==> config.mk <==
export PLATFORM = sky130hd
export DESIGN_NAME = iic_slave_core
export DESIGN_NICKNAME = d
export VERILOG_FILES = /design/src/rtl/iic_slave_core.sv
export SDC_FILE = /design/constraint.sdc
export NUM_CORES = 1
export LEC_CHECK = 0
export CAP_MARGIN = 20
export CORE_ASPECT_RATIO = 2
export CORE_MARGIN = 2
export CORE_UTILIZATION = 40
export CTS_BUF_LIST = sky130_fd_sc_hd__clkbuf_8
export DETAILED_ROUTE_END_ITERATION = 10
export PLACE_DENSITY = 0.59
export REMOVE_ABC_BUFFERS = 1
export SYNTH_ARGS = -nofsm -noshare
export SYNTH_HDL_FRONTEND = slang
export SYNTH_SLANG_ARGS = --single-unit
==> constraint.sdc <==
create_clock -name clock -period 6.55 [get_ports clock]
set_input_delay 1.31 -clock clock [delete_from_list [all_inputs] [get_ports clock]]
set_output_delay 1.31 -clock clock [all_outputs]
set_load 0.02 [all_outputs]
==> src/rtl/iic_slave_core.sv <==
// rtl/iic_slave_core.sv - single-address I2C target with oversampled SCL/SDA, no clock stretching
module iic_slave_core #(
  parameter logic [6:0] ADDR = 7'h3D
) (
  input  logic       clock,
  input  logic       reset,
  input  logic       scl_i,
  input  logic       sda_i,
  output logic       sda_o,
  output logic       sda_t,
  output logic [7:0] rx_data,
  output logic       rx_valid,
  input  logic [7:0] tx_data,
  output logic       tx_req,
  output logic       busy
);

  typedef enum logic [2:0] {
    S_IDLE, S_ADDR, S_ADDR_ACK, S_RX, S_RX_ACK, S_TX, S_TX_ACK, S_WAIT_STOP
  } state_t;

  // [1:0] form the synchronizer, [2] is the delayed copy used for edge detection
  logic [2:0] scl_q;
  logic [2:0] sda_q;

  state_t     state_q;
  logic [3:0] cnt_q;
  logic [6:0] shift_q;   // bit 7 of a byte is consumed directly, only the low 7 need holding
  logic       rw_q;
  logic       sda_t_q;
  logic       busy_q;
  logic [7:0] rx_data_q;
  logic       rx_valid_q;
  logic       tx_req_q;

  logic       scl_rise;
  logic       scl_fall;
  logic       start_det;
  logic       stop_det;
  logic       sda_s;
  logic [7:0] byte_in;

  assign sda_s     = sda_q[1];
  assign scl_rise  =  scl_q[1] & ~scl_q[2];
  assign scl_fall  = ~scl_q[1] &  scl_q[2];
  // SCL must be high on both samples so an SDA change right at an SCL edge is not a condition
  assign start_det = scl_q[1] & scl_q[2] &  sda_q[2] & ~sda_q[1];
  assign stop_det  = scl_q[1] & scl_q[2] & ~sda_q[2] &  sda_q[1];
  assign byte_in   = {shift_q, sda_s};

  assign sda_o    = 1'b0;
  assign sda_t    = sda_t_q;
  assign busy     = busy_q;
  assign rx_data  = rx_data_q;
  assign rx_valid = rx_valid_q;
  assign tx_req   = tx_req_q;

  // Pad synchronizers; reset to the idle-bus level so release of reset creates no edge
  always_ff @(posedge clock or posedge reset) begin
    if (reset) begin
      scl_q <= 3'b111;
      sda_q <= 3'b111;
    end else begin
      scl_q <= {scl_q[1:0], scl_i};
      sda_q <= {sda_q[1:0], sda_i};
    end
  end

  // Protocol FSM; START/STOP override whatever bit processing the state would do
  always_ff @(posedge clock or posedge reset) begin
    if (reset) begin
      state_q    <= S_IDLE;
      cnt_q      <= 4'd0;
      shift_q    <= 7'd0;
      rw_q       <= 1'b0;
      sda_t_q    <= 1'b0;
      busy_q     <= 1'b0;
      rx_data_q  <= 8'h00;
      rx_valid_q <= 1'b0;
      tx_req_q   <= 1'b0;
    end else begin
      rx_valid_q <= 1'b0;
      tx_req_q   <= 1'b0;
      if (start_det) begin
        state_q <= S_ADDR;
        cnt_q   <= 4'd0;
        sda_t_q <= 1'b0;
        busy_q  <= 1'b0;
      end else if (stop_det) begin
        state_q <= S_IDLE;
        cnt_q   <= 4'd0;
        sda_t_q <= 1'b0;
        busy_q  <= 1'b0;
      end else begin
        case (state_q)
          S_IDLE: begin
            sda_t_q <= 1'b0;
          end
          S_ADDR: begin
            if (scl_rise && cnt_q != 4'd8) begin
              shift_q <= byte_in[6:0];
              cnt_q   <= cnt_q + 4'd1;
              if (cnt_q == 4'd7) begin
                rw_q <= byte_in[0];
                if (byte_in[7:1] != ADDR) begin
                  state_q <= S_WAIT_STOP;
                end else if (byte_in[0]) begin
                  // give the user the whole ACK clock to present the first read byte
                  tx_req_q <= 1'b1;
                end
              end
            end else if (scl_fall && cnt_q == 4'd8) begin
              sda_t_q <= 1'b1;
              busy_q  <= 1'b1;
              state_q <= S_ADDR_ACK;
            end
          end
          S_ADDR_ACK: begin
            if (scl_fall) begin
              cnt_q <= 4'd0;
              if (rw_q) begin
                shift_q <= tx_data[6:0];
                sda_t_q <= ~tx_data[7];
                state_q <= S_TX;
              end else begin
                sda_t_q <= 1'b0;
                state_q <= S_RX;
              end
            end
          end
          S_RX: begin
            if (scl_rise && cnt_q != 4'd8) begin
              shift_q <= byte_in[6:0];
              cnt_q   <= cnt_q + 4'd1;
              if (cnt_q == 4'd7) begin
                rx_data_q  <= byte_in;
                rx_valid_q <= 1'b1;
              end
            end else if (scl_fall && cnt_q == 4'd8) begin
              sda_t_q <= 1'b1;
              state_q <= S_RX_ACK;
            end
          end
          S_RX_ACK: begin
            if (scl_fall) begin
              sda_t_q <= 1'b0;
              cnt_q   <= 4'd0;
              state_q <= S_RX;
            end
          end
          S_TX: begin
            if (scl_rise && cnt_q != 4'd8) begin
              cnt_q <= cnt_q + 4'd1;
            end else if (scl_fall) begin
              if (cnt_q == 4'd8) begin
                sda_t_q <= 1'b0;
                cnt_q   <= 4'd0;
                state_q <= S_TX_ACK;
              end else begin
                sda_t_q <= ~shift_q[6];
                shift_q <= {shift_q[5:0], 1'b0};
              end
            end
          end
          S_TX_ACK: begin
            // cnt_q == 1 marks that the master acknowledged and another byte is owed
            if (scl_rise) begin
              if (!sda_s) begin
                tx_req_q <= 1'b1;
                cnt_q    <= 4'd1;
              end else begin
                busy_q  <= 1'b0;
                state_q <= S_WAIT_STOP;
              end
            end else if (scl_fall && cnt_q == 4'd1) begin
              shift_q <= tx_data[6:0];
              sda_t_q <= ~tx_data[7];
              cnt_q   <= 4'd0;
              state_q <= S_TX;
            end
          end
          S_WAIT_STOP: begin
            sda_t_q <= 1'b0;
            busy_q  <= 1'b0;
          end
          default: begin
            state_q <= S_IDLE;
            sda_t_q <= 1'b0;
            busy_q  <= 1'b0;
          end
        endcase
      end
    end
  end

endmodule

======== Word-level counts from Yosys, hierarchy flattened ========
Index checks and enable logic that the tools add are counted.
storage, ports and cells
  register bits ........................... 33
  bits of input ports ..................... 12
  output and inout port bits .............. 13
operators by class
  reductions and logical operators ........ 18
  bitwise gates (word level) .............. 15
  multiplexer cells ....................... 70
  eq/ne operators ......................... 45
  add/sub/neg operators ................... 1
operators with widths
  cell                  count
  $ne A4 B4 Y1 const B  15
  $mux W7               8
  $mux W3               17
  $mux W4               10
  $ne A5 B5 Y1 const B  8
  $mux W1               29
  $pmux W7 S4           1
  $pmux W3 S6           1
  $pmux W4 S4           1
  $reduce_and A5 Y1     3
  $ne A2 B2 Y1 const B  7
  $reduce_and A13 Y1    1
  $eq A3 B3 Y1 const B  4
  $ne A4 B1 Y1 const B  3
  $reduce_and A11 Y1    1
  $not A1 Y1            8
  $reduce_and A8 Y1     1
  $reduce_bool A8 Y1    1
  $and A1 B1 Y1         7
  $ne A7 B6 Y1 const B  1
  $reduce_and A7 Y1     1
  $eq A3 B2 Y1 const B  2
  $pmux W1 S6           1
  $reduce_bool A6 Y1    1
  other kinds (13)      17

======== Depth between registers and ports, before layout ========
  depth in word-level cells ............... 8
  mapped depth ............................ 7
  depth with buffers taken out ............ 7

======== Least setup slack after synthesis ========
OpenSTA, ideal clock, no wires.
  path kind ............................... reg-to-reg
  from .................................... register cnt_q[0]
  to ...................................... register shift_q[2]
  setup slack ............................. 4391 ps
  setup time .............................. 125 ps
  buffers on the path ..................... 0
  cell stages (with the launch flop) ...... 8
  arrival time ............................ 2035 ps
  path through ............................ dfrtp_1 inv_1 ha_1 and3b_4 nor2_4 o21ai_1 a2111oi_4 mux2_2
between the ends
  longest elaborated chain between the ends .. 4
ends and longest elaborated chain
  what                                                           line  RTL
  start: declaration                                             27    logic [3:0] cnt_q;
  start signal: assignment                                       102   cnt_q <= cnt_q + 4'd1;
  start signal: assignment                                       134   cnt_q <= cnt_q + 4'd1;
  start signal: assignment                                       153   cnt_q <= cnt_q + 4'd1;
  $eq A4 B1 Y1 or $ne A4 B4 Y1 (tied branches)                   -
  $logic_and A1 B1 Y1, on equally long branches                  -
  $ne A2 B2 Y1 (no source line) or $ne A2 B1 Y1 (tied branches)  -
  $reduce_and A11 Y1 (no source line) *                          -
  end signal: assignment                                         133   shift_q <= byte_in[6:0];
  end signal: assignment                                         161   shift_q <= {shift_q[5:0], 1'b0};
  end signal: assignment                                         176   shift_q <= tx_data[6:0];
  end: declaration                                               28    logic [6:0] shift_q;
Mark *: on every way between the ends. The rest lies on a longest branch, timed or not.
A chain may end at the register's enable or synchronous reset.

======== Final worst setup path ========
  from .................................... register busy_q, in the netlist busy
  to ...................................... output port busy
RTL lines
  what                      line  RTL
  start: declaration        31    logic busy_q;
  start signal: assignment  77    busy_q <= 1'b0;
  start signal: assignment  88    busy_q <= 1'b0;
  start signal: assignment  93    busy_q <= 1'b0;
  end: declaration          15    output logic busy
No word-level cell between the ends.

==> results.toml <==
[status]
status = "finished clean"

[clock_network]
path_clk_slew_ns = 0.07
cts_inserted_buffers = 5
clock_sink_count = 33
cts-resized-gates = 0
cts_root_buffer = "clkbuf_8"
cts_tree = "done"
post_cts_buffers = 0
htreeDepth = 2
hold_buffers = 0
clock_path_buffers = 2
clk_latency_ns = 0.28

[setup_path]
worst-setup-path-type = "reg2out"
worstSetupPathDepth = 1
cp-endpoint = "busy"
rr_startpoint = "state_q[1]"
crit_slowest_cell = "clkdlybuf4s50_1"
cp_num_buf_inv = 1
path_max_fanout = 3
cp_data_required_time_ns = 5.24
ff2ff_setup_slack_ns = 4.09
r2r_cells = 5
worstPathArrival_ns = 1.26
path_cells = "clkdlybuf4s50_1"
start_kind = "register"
r2r-end = "shift_q[4]"
cp-startpoint = "busy"
crit_path_max_incr_delay_ns = 0.61
cp-end-kind = "output pin"
path_delay_family = "buffers and inverters"

[floorplan]
die_h_um = 103
die_x_um = 53.3
die_area_um2 = 5460
core_um2 = 4640
rows = 35
start_util = 0.418
io_pins = 25

[power_and_ir_drop]
power_frac_clock = 0.165
power_density_nw_per_um2 = 389
p_leak_nw = 0.958
pwr-share-comb = 0.452
p_sw_uw = 369
p_int_uw = 518
share_seq_of_total_power = 0.383
swShare = 0.416
ir_worst_vdd_uv = 235

[grt]
top_usage_layer = "met2"
grt_max_degree = 34
grt_pass1_wl_um = 7850
grt.overflow.total = 0
use_met3 = 0.0333
use_met2 = 0.359
grt_antenna_before_repair = 0
gr-usage-met1 = 0.202
grt_pass1_vias = 1623
track_usage = 0.198

[logic_synthesis]
yosysSeqAreaShare = 0.429
yosys_warnings = 0
async_reset_ff_frac = 1.00
synth-edff-count = 0
synth.distinct_cells = 58
yosys.area.top_type_share = 0.348
synth_ff_type = "dfrtp_1"
syn_area_um2 = 1940
synth.area.top_cells = "dfrtp_1 (35%), mux2_2 (12%), dfstp_2 (8.1%)"
syn_avg_cell_area_um2 = 10.6
yosysMostFrequentCell = "dfrtp_1"
yosys-top-cells-count = "dfrtp_1 (27), mux2_2 (20), nand2_1 (17)"
syn_inst = 184
synth-seq-cells = 33
yosysTopAreaCell = "dfrtp_1"

[timing]
period_minus_slack_ns = 2.57
setup-violations-final = 0
timing.final.crit_share = 0.392
tns_ns = 0
max_slew_margin = 0.591
slew_viol_final = 0
worstMarginPinSlew_ns = 0.613
fmax_mhz = 389
setup_ws_ns = 3.98
hold_viol = 0
rsz0062_at_grt = "no"
skew_ns = 0.00300

[worst_hold_path]
hp-class = "reg2reg"
whs_path_depth = 0

[routing]
vias = 1568
avgViaCountPerCell = 6.05
drt_wl_total_um = 4760
postRouteAntennaNets = 0
firstDrtPassIters = 4
initialDrtViolationCount = 43
wire_per_inst_um = 18.4
post-route-drc-count = 0

[placement]
io_buffers = 23
pre_cts_ws_ns = 4.11
gp_congestion = 0.901
post-dp-hpwl_um = 3580

[finish]
antennaDiodeCount = 0
fin_nets = 218
drive_gt1_frac = 0.216
syn_to_final_growth_pct = 17.4

[job]
maxCapViolations = 0
final cells by class:
class	count	area, um2
Sequential cell	33	833
Clock inverter	3	13.8
Inverter	6	22.5
Tap cell	55	68.8
Clock buffer	5	68.8
Timing Repair Buffer	24	238
Multi-Input combinational cell	133	1030
Fill cell	471	2360
per-stage QoR:
step / utilization / instances / instance area (um2) / hold slack [ns] / total power [mW]
floorplan: - / 172 / 1890 / 0.345 / 0.624
CTS: 0.491 / 259 / 2280 / 0.363 / 0.890
detailed placement: 0.473 / 251 / 2200 / 0.353 / 0.741
global route: 0.491 / 259 / 2280 / 0.366 / 0.946
global placement: 0.473 / 251 / 2200 / 0.345 / 0.729
finish: 0.491 / 259 / 2280 / 0.360 / 0.887
layout by cell type (no fill, tap or decap), types with 3 or more instances in the layout:
cell             count
clkbuf_8             5
clkdlybuf4s50_1     23
nor2b_1              4
dfstp_2              6
nand3_1              6
mux2i_1              5
nor3_1               5
mux2_2              20
o21ai_0              6
o221ai_1             3
ha_1                 3
nand2_1             17
a21oi_1              4
dfrtp_1             27
a31o_2               3
o22ai_1              3
inv_1                7
nand2b_1             3
nor2_1               7
registers in the layout, indices dropped and copies added (netlist names):
name and count:
state_q 3, sda_t 1, rw_q 1, rx_valid 1
tx_req 1, busy 1, shift_q 7, scl_q 3
cnt_q 4, rx_data 8, sda_q 3
power groups by stage:
stage               Clock, mW  Sequential, mW  Combinational, mW
finish                  0.146           0.340              0.401
global route            0.159           0.349              0.439
CTS                     0.151           0.337              0.403
detailed placement          0           0.340              0.401
global placement            0           0.338              0.391
floorplan                   0           0.317              0.308
cell families (layout without fill, tap and decap cells):
family / after synthesis / count (layout) / share of synthesized area
adder cells (fa/ha/maj): 3 / 3 / 0.0193
XOR/XNOR: 1 / 1 / 0.00451
other: 1 / 1 / 0.00193
flip-flops: 33 / 33 / 0.429
AND/OR/NAND/NOR: 59 / 59 / 0.180
multiplexers: 27 / 27 / 0.153
buffers and inverters: 18 / 38 / 0.0380
AO/OA/AOI/OAI: 42 / 42 / 0.173
worst min-delay path by stage:
| stage | startpoint | end | slack [ns] |
|---|---|---|---|
| 2_1_floorplan | scl_q[0] | scl_q[1] | 0.35 |
| 6_report | scl_q[0] | scl_q[1] | 0.36 |
| 5_1_grt | scl_q[0] | scl_q[1] | 0.37 |
| 3_5_place_dp | scl_q[0] | scl_q[1] | 0.35 |
| 4_1_cts | scl_q[0] | scl_q[1] | 0.36 |
| 3_3_place_gp | scl_q[0] | scl_q[1] | 0.35 |
layer usage:
metal  routed length [um]  share of wire
met1                 1660           0.35
met2                 2730           0.57
met3                  184          0.039
met4                  193          0.041
met5                    0              0
(Power assumes the default switching activity.)
